[src/rtl/vga_plot_scheduler_pkg.sv]
// Shared definitions for the VGA plot scheduler: phase indices, screen bounds,
// the scheduler state encoding and the "next enabled phase" search helper.
package vga_plot_scheduler_pkg;

    localparam int PHASE_BACKGROUND   = 0;
    localparam int PHASE_NOTEBLOCKS   = 1;
    localparam int PHASE_OVERLAY      = 2;
    localparam int SCREEN_MAX_X       = 159;
    localparam int SCREEN_MAX_Y       = 119;
    localparam int SCREEN_COLOUR_BITS = 24;
    localparam int MAX_PHASES         = 4;

    typedef enum logic [1:0] {
        ST_IDLE  = 2'd0,
        ST_PHASE = 2'd1,
        ST_DONE  = 2'd2
    } sched_state_e;

    typedef struct packed {
        logic       found;
        logic [1:0] idx;
    } phase_sel_t;

    // Lowest enabled phase index that is >= from.
    function automatic phase_sel_t first_enabled_from(input logic [MAX_PHASES-1:0] en,
                                                      input int from);
        phase_sel_t sel;
        sel = '0;
        for (int i = MAX_PHASES - 1; i >= 0; i--) begin
            if (en[i] && (i >= from)) begin
                sel.found = 1'b1;
                sel.idx   = 2'(i);
            end
        end
        return sel;
    endfunction

endpackage

[src/rtl/vga_plot_scheduler_watchdog.sv]
// Idle-cycle watchdog for one scheduler phase: counts enabled cycles and pulses
// tc_o on the TIMEOUT_CYCLES-th consecutive one. TIMEOUT_CYCLES = 0 disables it.
module plot_phase_watchdog #(
    parameter int TIMEOUT_CYCLES = 65535
) (
    input  logic clk_i,
    input  logic rst_i,
    input  logic clear_i,
    input  logic enable_i,
    output logic tc_o
);

    localparam int CNT_W = (TIMEOUT_CYCLES > 2) ? $clog2(TIMEOUT_CYCLES) : 1;
    localparam logic [CNT_W-1:0] TC_VAL = CNT_W'(TIMEOUT_CYCLES - 1);

    generate
        if (TIMEOUT_CYCLES == 0) begin : g_disabled
            assign tc_o = 1'b0;
        end else begin : g_enabled
            logic [CNT_W-1:0] count_q;
            logic [CNT_W-1:0] count_d;

            assign tc_o = enable_i && (count_q == TC_VAL);

            always_comb begin
                count_d = count_q;
                if (clear_i || tc_o) begin
                    count_d = '0;
                end else if (enable_i) begin
                    count_d = count_q + CNT_W'(1);
                end
            end

            always_ff @(posedge clk_i or posedge rst_i) begin
                if (rst_i) begin
                    count_q <= '0;
                end else begin
                    count_q <= count_d;
                end
            end
        end
    endgenerate

endmodule

[src/rtl/vga_plot_scheduler.sv]
// Shares the single vga_adapter pixel-write port between the per-frame draw
// sources, granting them one at a time in fixed phase order on each frame_start.
module vga_plot_scheduler
    import vga_plot_scheduler_pkg::*;
#(
    parameter int NUM_REQ        = 3,
    parameter int COORD_BITS     = 8,
    parameter int COLOUR_BITS    = SCREEN_COLOUR_BITS,
    parameter int MAX_X          = SCREEN_MAX_X,
    parameter int MAX_Y          = SCREEN_MAX_Y,
    parameter int TIMEOUT_CYCLES = 65535
) (
    input  logic                           CLOCK_50,
    input  logic                           resetn,
    input  logic                           frame_start,
    input  logic [NUM_REQ-1:0]             phase_enable,
    input  logic [NUM_REQ-1:0]             req_valid,
    input  logic [NUM_REQ*COORD_BITS-1:0]  req_x,
    input  logic [NUM_REQ*COORD_BITS-1:0]  req_y,
    input  logic [NUM_REQ*COLOUR_BITS-1:0] req_colour,
    input  logic [NUM_REQ-1:0]             req_last,
    output logic [NUM_REQ-1:0]             req_ready,
    output logic                           plot,
    output logic [COORD_BITS-1:0]          x,
    output logic [COORD_BITS-1:0]          y,
    output logic [COLOUR_BITS-1:0]         colour,
    output logic                           busy,
    output logic [1:0]                     active_phase,
    output logic                           frame_done,
    output logic [15:0]                    pixel_count,
    output logic                           overrun,
    output logic                           timeout
);

    localparam logic [COORD_BITS-1:0] MAX_X_C = COORD_BITS'(MAX_X);
    localparam logic [COORD_BITS-1:0] MAX_Y_C = COORD_BITS'(MAX_Y);

    sched_state_e             state_q, state_d;
    logic [NUM_REQ-1:0]       en_q, en_d;
    logic [1:0]               phase_q, phase_d;
    logic                     plot_q, plot_d;
    logic [COORD_BITS-1:0]    x_q, x_d;
    logic [COORD_BITS-1:0]    y_q, y_d;
    logic [COLOUR_BITS-1:0]   colour_q, colour_d;
    logic [15:0]              count_q, count_d;
    logic                     overrun_q, overrun_d;
    logic                     timeout_q, timeout_d;

    logic                     in_phase;
    logic                     xfer;
    logic                     in_bounds;
    logic                     advance;
    logic                     wd_tc;
    phase_sel_t               sel;
    logic [COORD_BITS-1:0]    cur_x;
    logic [COORD_BITS-1:0]    cur_y;
    logic [COLOUR_BITS-1:0]   cur_colour;

    assign in_phase   = (state_q == ST_PHASE);
    assign cur_x      = req_x[int'(phase_q)*COORD_BITS +: COORD_BITS];
    assign cur_y      = req_y[int'(phase_q)*COORD_BITS +: COORD_BITS];
    assign cur_colour = req_colour[int'(phase_q)*COLOUR_BITS +: COLOUR_BITS];
    assign xfer       = in_phase && req_valid[phase_q];
    assign in_bounds  = (cur_x <= MAX_X_C) && (cur_y <= MAX_Y_C);

    plot_phase_watchdog #(
        .TIMEOUT_CYCLES(TIMEOUT_CYCLES)
    ) u_watchdog (
        .clk_i    (CLOCK_50),
        .rst_i    (resetn),
        .clear_i  (~in_phase | xfer),
        .enable_i (in_phase & ~xfer),
        .tc_o     (wd_tc)
    );

    always_comb begin
        state_d   = state_q;
        en_d      = en_q;
        phase_d   = phase_q;
        plot_d    = 1'b0;
        x_d       = x_q;
        y_d       = y_q;
        colour_d  = colour_q;
        count_d   = count_q;
        overrun_d = overrun_q;
        timeout_d = timeout_q;
        advance   = 1'b0;
        sel       = '0;

        // A frame_start in PHASE or DONE (including the DONE->IDLE cycle) is dropped.
        if (frame_start && (state_q != ST_IDLE)) begin
            overrun_d = 1'b1;
        end

        unique case (state_q)
            ST_IDLE: begin
                if (frame_start) begin
                    en_d      = phase_enable;
                    count_d   = '0;
                    overrun_d = 1'b0;
                    timeout_d = 1'b0;
                    sel       = first_enabled_from(MAX_PHASES'(phase_enable), 0);
                    if (sel.found) begin
                        state_d = ST_PHASE;
                        phase_d = sel.idx;
                    end else begin
                        state_d = ST_DONE;
                    end
                end
            end
            ST_PHASE: begin
                if (xfer) begin
                    x_d      = cur_x;
                    y_d      = cur_y;
                    colour_d = cur_colour;
                    // Off-screen pixels are consumed but never written or counted.
                    if (in_bounds) begin
                        plot_d = 1'b1;
                        if (count_q != 16'hFFFF) begin
                            count_d = count_q + 16'd1;
                        end
                    end
                    advance = req_last[phase_q];
                end
                if (wd_tc) begin
                    timeout_d = 1'b1;
                    advance   = 1'b1;
                end
                if (advance) begin
                    sel = first_enabled_from(MAX_PHASES'(en_q), int'(phase_q) + 1);
                    if (sel.found) begin
                        phase_d = sel.idx;
                    end else begin
                        state_d = ST_DONE;
                    end
                end
            end
            ST_DONE: begin
                state_d = ST_IDLE;
            end
            default: begin
                state_d = ST_IDLE;
            end
        endcase
    end

    always_ff @(posedge CLOCK_50 or posedge resetn) begin
        if (resetn) begin
            state_q   <= ST_IDLE;
            en_q      <= '0;
            phase_q   <= '0;
            plot_q    <= 1'b0;
            x_q       <= '0;
            y_q       <= '0;
            colour_q  <= '0;
            count_q   <= '0;
            overrun_q <= 1'b0;
            timeout_q <= 1'b0;
        end else begin
            state_q   <= state_d;
            en_q      <= en_d;
            phase_q   <= phase_d;
            plot_q    <= plot_d;
            x_q       <= x_d;
            y_q       <= y_d;
            colour_q  <= colour_d;
            count_q   <= count_d;
            overrun_q <= overrun_d;
            timeout_q <= timeout_d;
        end
    end

    // Grant is decoded straight from the state register so reset drops it at once.
    assign req_ready    = in_phase ? (NUM_REQ'(1) << phase_q) : '0;
    assign busy         = (state_q != ST_IDLE);
    assign frame_done   = (state_q == ST_DONE);
    assign active_phase = phase_q;
    assign plot         = plot_q;
    assign x            = x_q;
    assign y            = y_q;
    assign colour       = colour_q;
    assign pixel_count  = count_q;
    assign overrun      = overrun_q;
    assign timeout      = timeout_q;

endmodule

[config.mk]
export PLATFORM = sky130hd
export DESIGN_NAME = vga_plot_scheduler
export DESIGN_NICKNAME = d
export VERILOG_FILES = /design/src/rtl/vga_plot_scheduler_pkg.sv /design/src/rtl/vga_plot_scheduler_watchdog.sv /design/src/rtl/vga_plot_scheduler.sv
export SDC_FILE = /design/constraint.sdc
export NUM_CORES = 1
export LEC_CHECK = 0
export ABC_AREA = 1
export BUFFER_PORTS_ARGS = -buffer_cell sky130_fd_sc_hd__buf_2
export CORE_UTILIZATION = 45
export DETAILED_ROUTE_END_ITERATION = 10
export GPL_ROUTABILITY_DRIVEN = 0
export GPL_TIMING_DRIVEN = 0
export PLACE_DENSITY = 0.82
export SLEW_MARGIN = 30
export SYNTH_ARGS = -nofsm -noshare
export SYNTH_HDL_FRONTEND = slang
export SYNTH_SLANG_ARGS = --single-unit
[constraint.sdc]
create_clock -name CLOCK_50 -period 3.35 [get_ports CLOCK_50]
set_clock_uncertainty 0.05 [all_clocks]
set_input_delay 0 -clock CLOCK_50 [delete_from_list [all_inputs] [get_ports CLOCK_50]]
set_output_delay 0 -clock CLOCK_50 [all_outputs]
set_load 0.02 [all_outputs]
==> metrics.cfg <==
[routing]
route.vias.total=5736
ant_nets=0
drt_iter0_markers=345
routedWlPerCell_microns=16.00
drc=0
firstDrtPassIters=5
avgViaCountPerCell=5.427
drt-total-wl_mm=16.91

[timing]
finalSetupViolCount=0
setup_tns_ns=0
slew_headroom_pct=57.97
slew_violations=0
rsz0062_at_grt=false
period_share_pct=80.90
min_period_ns=2.710
tightestPinTransition_ns=0.6305
timing.final.ws_setup_ns=0.6400
hold_viol=0
fmax_mhz=369.0

[final_layout]
syn_to_final_growth_pct=44.75
finalNetCount=1051
diodes=0
final_util_pct=67.21
fill_cells=817
final_cell_mix=buf_2, nand2_1, nor2_1, dfrtp_1, dlygate4sd3_1
drive_gt1_share_pct=29.64
final_area_sq_um=6969
regArea_sq_um=2027
multi_input_area_sq_um=2447
mostFrequentLayoutCell=buf_2

[run]
maxCapViolations=0

[synthesis]
postSynthAreaPerCell_sq_um=7.642
seq_area_frac_synth_pct=42.10
async_reset_ff_share_pct=100.0
ys_ff_latch=81
yosys_warnings=0
synth_cells=630
synth_edf_count=0
synth_ff_type=dfrtp_1
synth_fp_nets=765
yosysUniqueCellTypes=42
syn_area_sq_um=4815

[cts]
cts_sinks=81
cts_resized=0
hold_buffers=77
htree_levels=3
ctsRootBufferMaster=clkbuf_8
cts_buffers=9
clk_pin_slew_ns=0.10
clk_path_buf_depth=2
cts_tree=done
insertion_delay_ns=0.36
cts_setup_buffers=0

[die]
die-area_sq_um=11120
die_h_microns=105.4
start_util_pct=46.43
io_pins=198
core_sq_um=10370
dieWidth_microns=105.4
rows=37

[power]
p_leak_nw=3.372
powerDensity_nw_per_um2=764.9
vdd_drop_max_mv=0.5429

[grt]
grt_max_degree=42
grtUsageTotal_pct=31.38
grt_pass1_wl_mm=27.42
grt_pass1_vias=5755
antenna_found_initial=1
grt-ovfl-total=0

[place]
dp_slack_ns=1.264
portBuffers=197
placed_cell_area_sq_um=5996
hpwl_mm=10.89

[worst_setup_path]
reg2reg_from=active_phase[1]$_DFFE_PP0P_
timing.reg2reg.setup_slack_ns=0.64
worst-path-max-fanout=10
critPathLaunchType=flip-flop
worstPathRequired_ns=3.55
worstPathCellList=buf_6 > inv_4 > nor2_4 > nand2_1 > nand3_2 > nand2_2 > inv_2 > buf_4 > buf_2 > a41oi_1 > dlygate4sd3_1
cpPeakStageDelay_ns=0.60
crit_buf_inv=6
cp.arrival_ns=2.91
crit_type=reg2reg
cp_top_family=buffers and inverters
cp_slowest_cell=dlygate4sd3_1
rr_endpoint=colour[12]$_DFFE_PP0P_
endpoint_kind=flip-flop
rr_worst_depth=11

[worst_hold_path]
hold_class=in2reg
hp-start=req_y[19]
holdPathStages=5
worstHoldEndpoint=y[3]$_DFFE_PP0P_

[run_status]
status=finished, final reports clean

==> flip-flops by register name, summed over array words and instances (netlist names), named ones only <==
signal,flops
state_q,2
pixel_count,16
timeout,1
x,8
y,8
plot,1
en_q,2
colour,24
u_watchdog.g_enabled.count_q,16
active_phase,2
==> worst max path at each step <==
stage / start / to / slack [ns] / cells past startpoint
2_1_floorplan: resetn / async pin / 1.22 / 1
3_3_place_gp: resetn / pixel_count[10]$_DFFE_PP0P_ / 0.24 / 2
3_5_place_dp: active_phase[1]$_DFFE_PP0P_ / colour[13]$_DFFE_PP0P_ / 1.26 / 10
4_1_cts: active_phase[1]$_DFFE_PP0P_ / colour[8]$_DFFE_PP0P_ / 0.73 / 11
5_1_grt: active_phase[1]$_DFFE_PP0P_ / colour[7]$_DFFE_PP0P_ / 0.55 / 11
6_report: active_phase[1]$_DFFE_PP0P_ / colour[12]$_DFFE_PP0P_ / 0.64 / 11
==> area by class of cell <==
type	instances	share of cell area, %
Multi-Input combinational cell	479	35.12
Sequential cell	81	29.08
Timing Repair Buffer	275	25.49
Buffer	30	2.621
Tap cell	136	2.442
Inverter	40	2.334
Clock buffer	10	1.831
Clock inverter	6	1.077
==> worst register-to-register path, stage by stage, from the launching register on <==
cell and delay (ns):
dfrtp_1 0.36, buf_6 0.15, inv_4 0.05, nor2_4 0.27
nand2_1 0.12, nand3_2 0.11, nand2_2 0.11, inv_2 0.15
buf_4 0.21, buf_2 0.28, a41oi_1 0.16, dlygate4sd3_1 0.60
==> kinds of logic after synthesis <==
group	synth area share (%)
flops	42.10
buf+inv	7.068
fa+ha+maj	0.7797
compound gates	9.381
simple gates	38.12
xor+xnor	2.547
==> stage by stage <==
step | total power, mW | hold slack, ns | std cells
2_1_floorplan | 3.172 | 0.06663 | 630
3_3_place_gp | 3.949 | 0.2092 | 963
3_5_place_dp | 3.984 | -0.01055 | 964
4_1_cts | 5.194 | 0.0001784 | 1057
5_1_grt | 5.638 | 0.06321 | 1057
6_report | 5.331 | 0.01449 | 1057
==> synth_stat cells (2+ instances only) <==
cell type  count  area share (%)
a21oi_1        5            0.52
a31oi_1        2            0.26
a41oi_1       32             5.8
buf_2          8            0.83
buf_4          2            0.31
buf_6          5             1.2
clkbuf_1      12            0.94
dfrtp_1       81              42
ha_1           3            0.78
inv_1         34             2.7
inv_2          4            0.31
nand2_1      201              16
nand2_2        8             1.0
nand2_4        3            0.70
nand3_1       36             3.7
nand3_2       14             2.9
nand4_1       22             2.9
nor2_1        95             7.4
nor2_2         4            0.52
nor2_4         3            0.70
nor3_1         7            0.73
nor3b_1        4            0.62
o21a_1         3            0.47
o21ai_0       10             1.0
o21ai_1        3            0.31
xnor2_1        5            0.91
xor2_1         9             1.6
==> routing by layer <==
layer  global-route usage, %  vias to the layer above  part of all wire (%)
met5                       0                        -                     0
met4                   17.40                        0                   5.2
met3                   5.133                       71                   8.1
met2                   52.73                      329                    48
met1                   38.38                     2669                    38
li1                        -                     2667                     -
==> report_power, final <==
part           leakage (nW)  switching [mW]  internal, mW
Clock                0.0994           0.404         0.357
Combinational          2.26            1.85          1.23
Sequential             1.01           0.205          1.28
(Power assumes the default switching activity.)
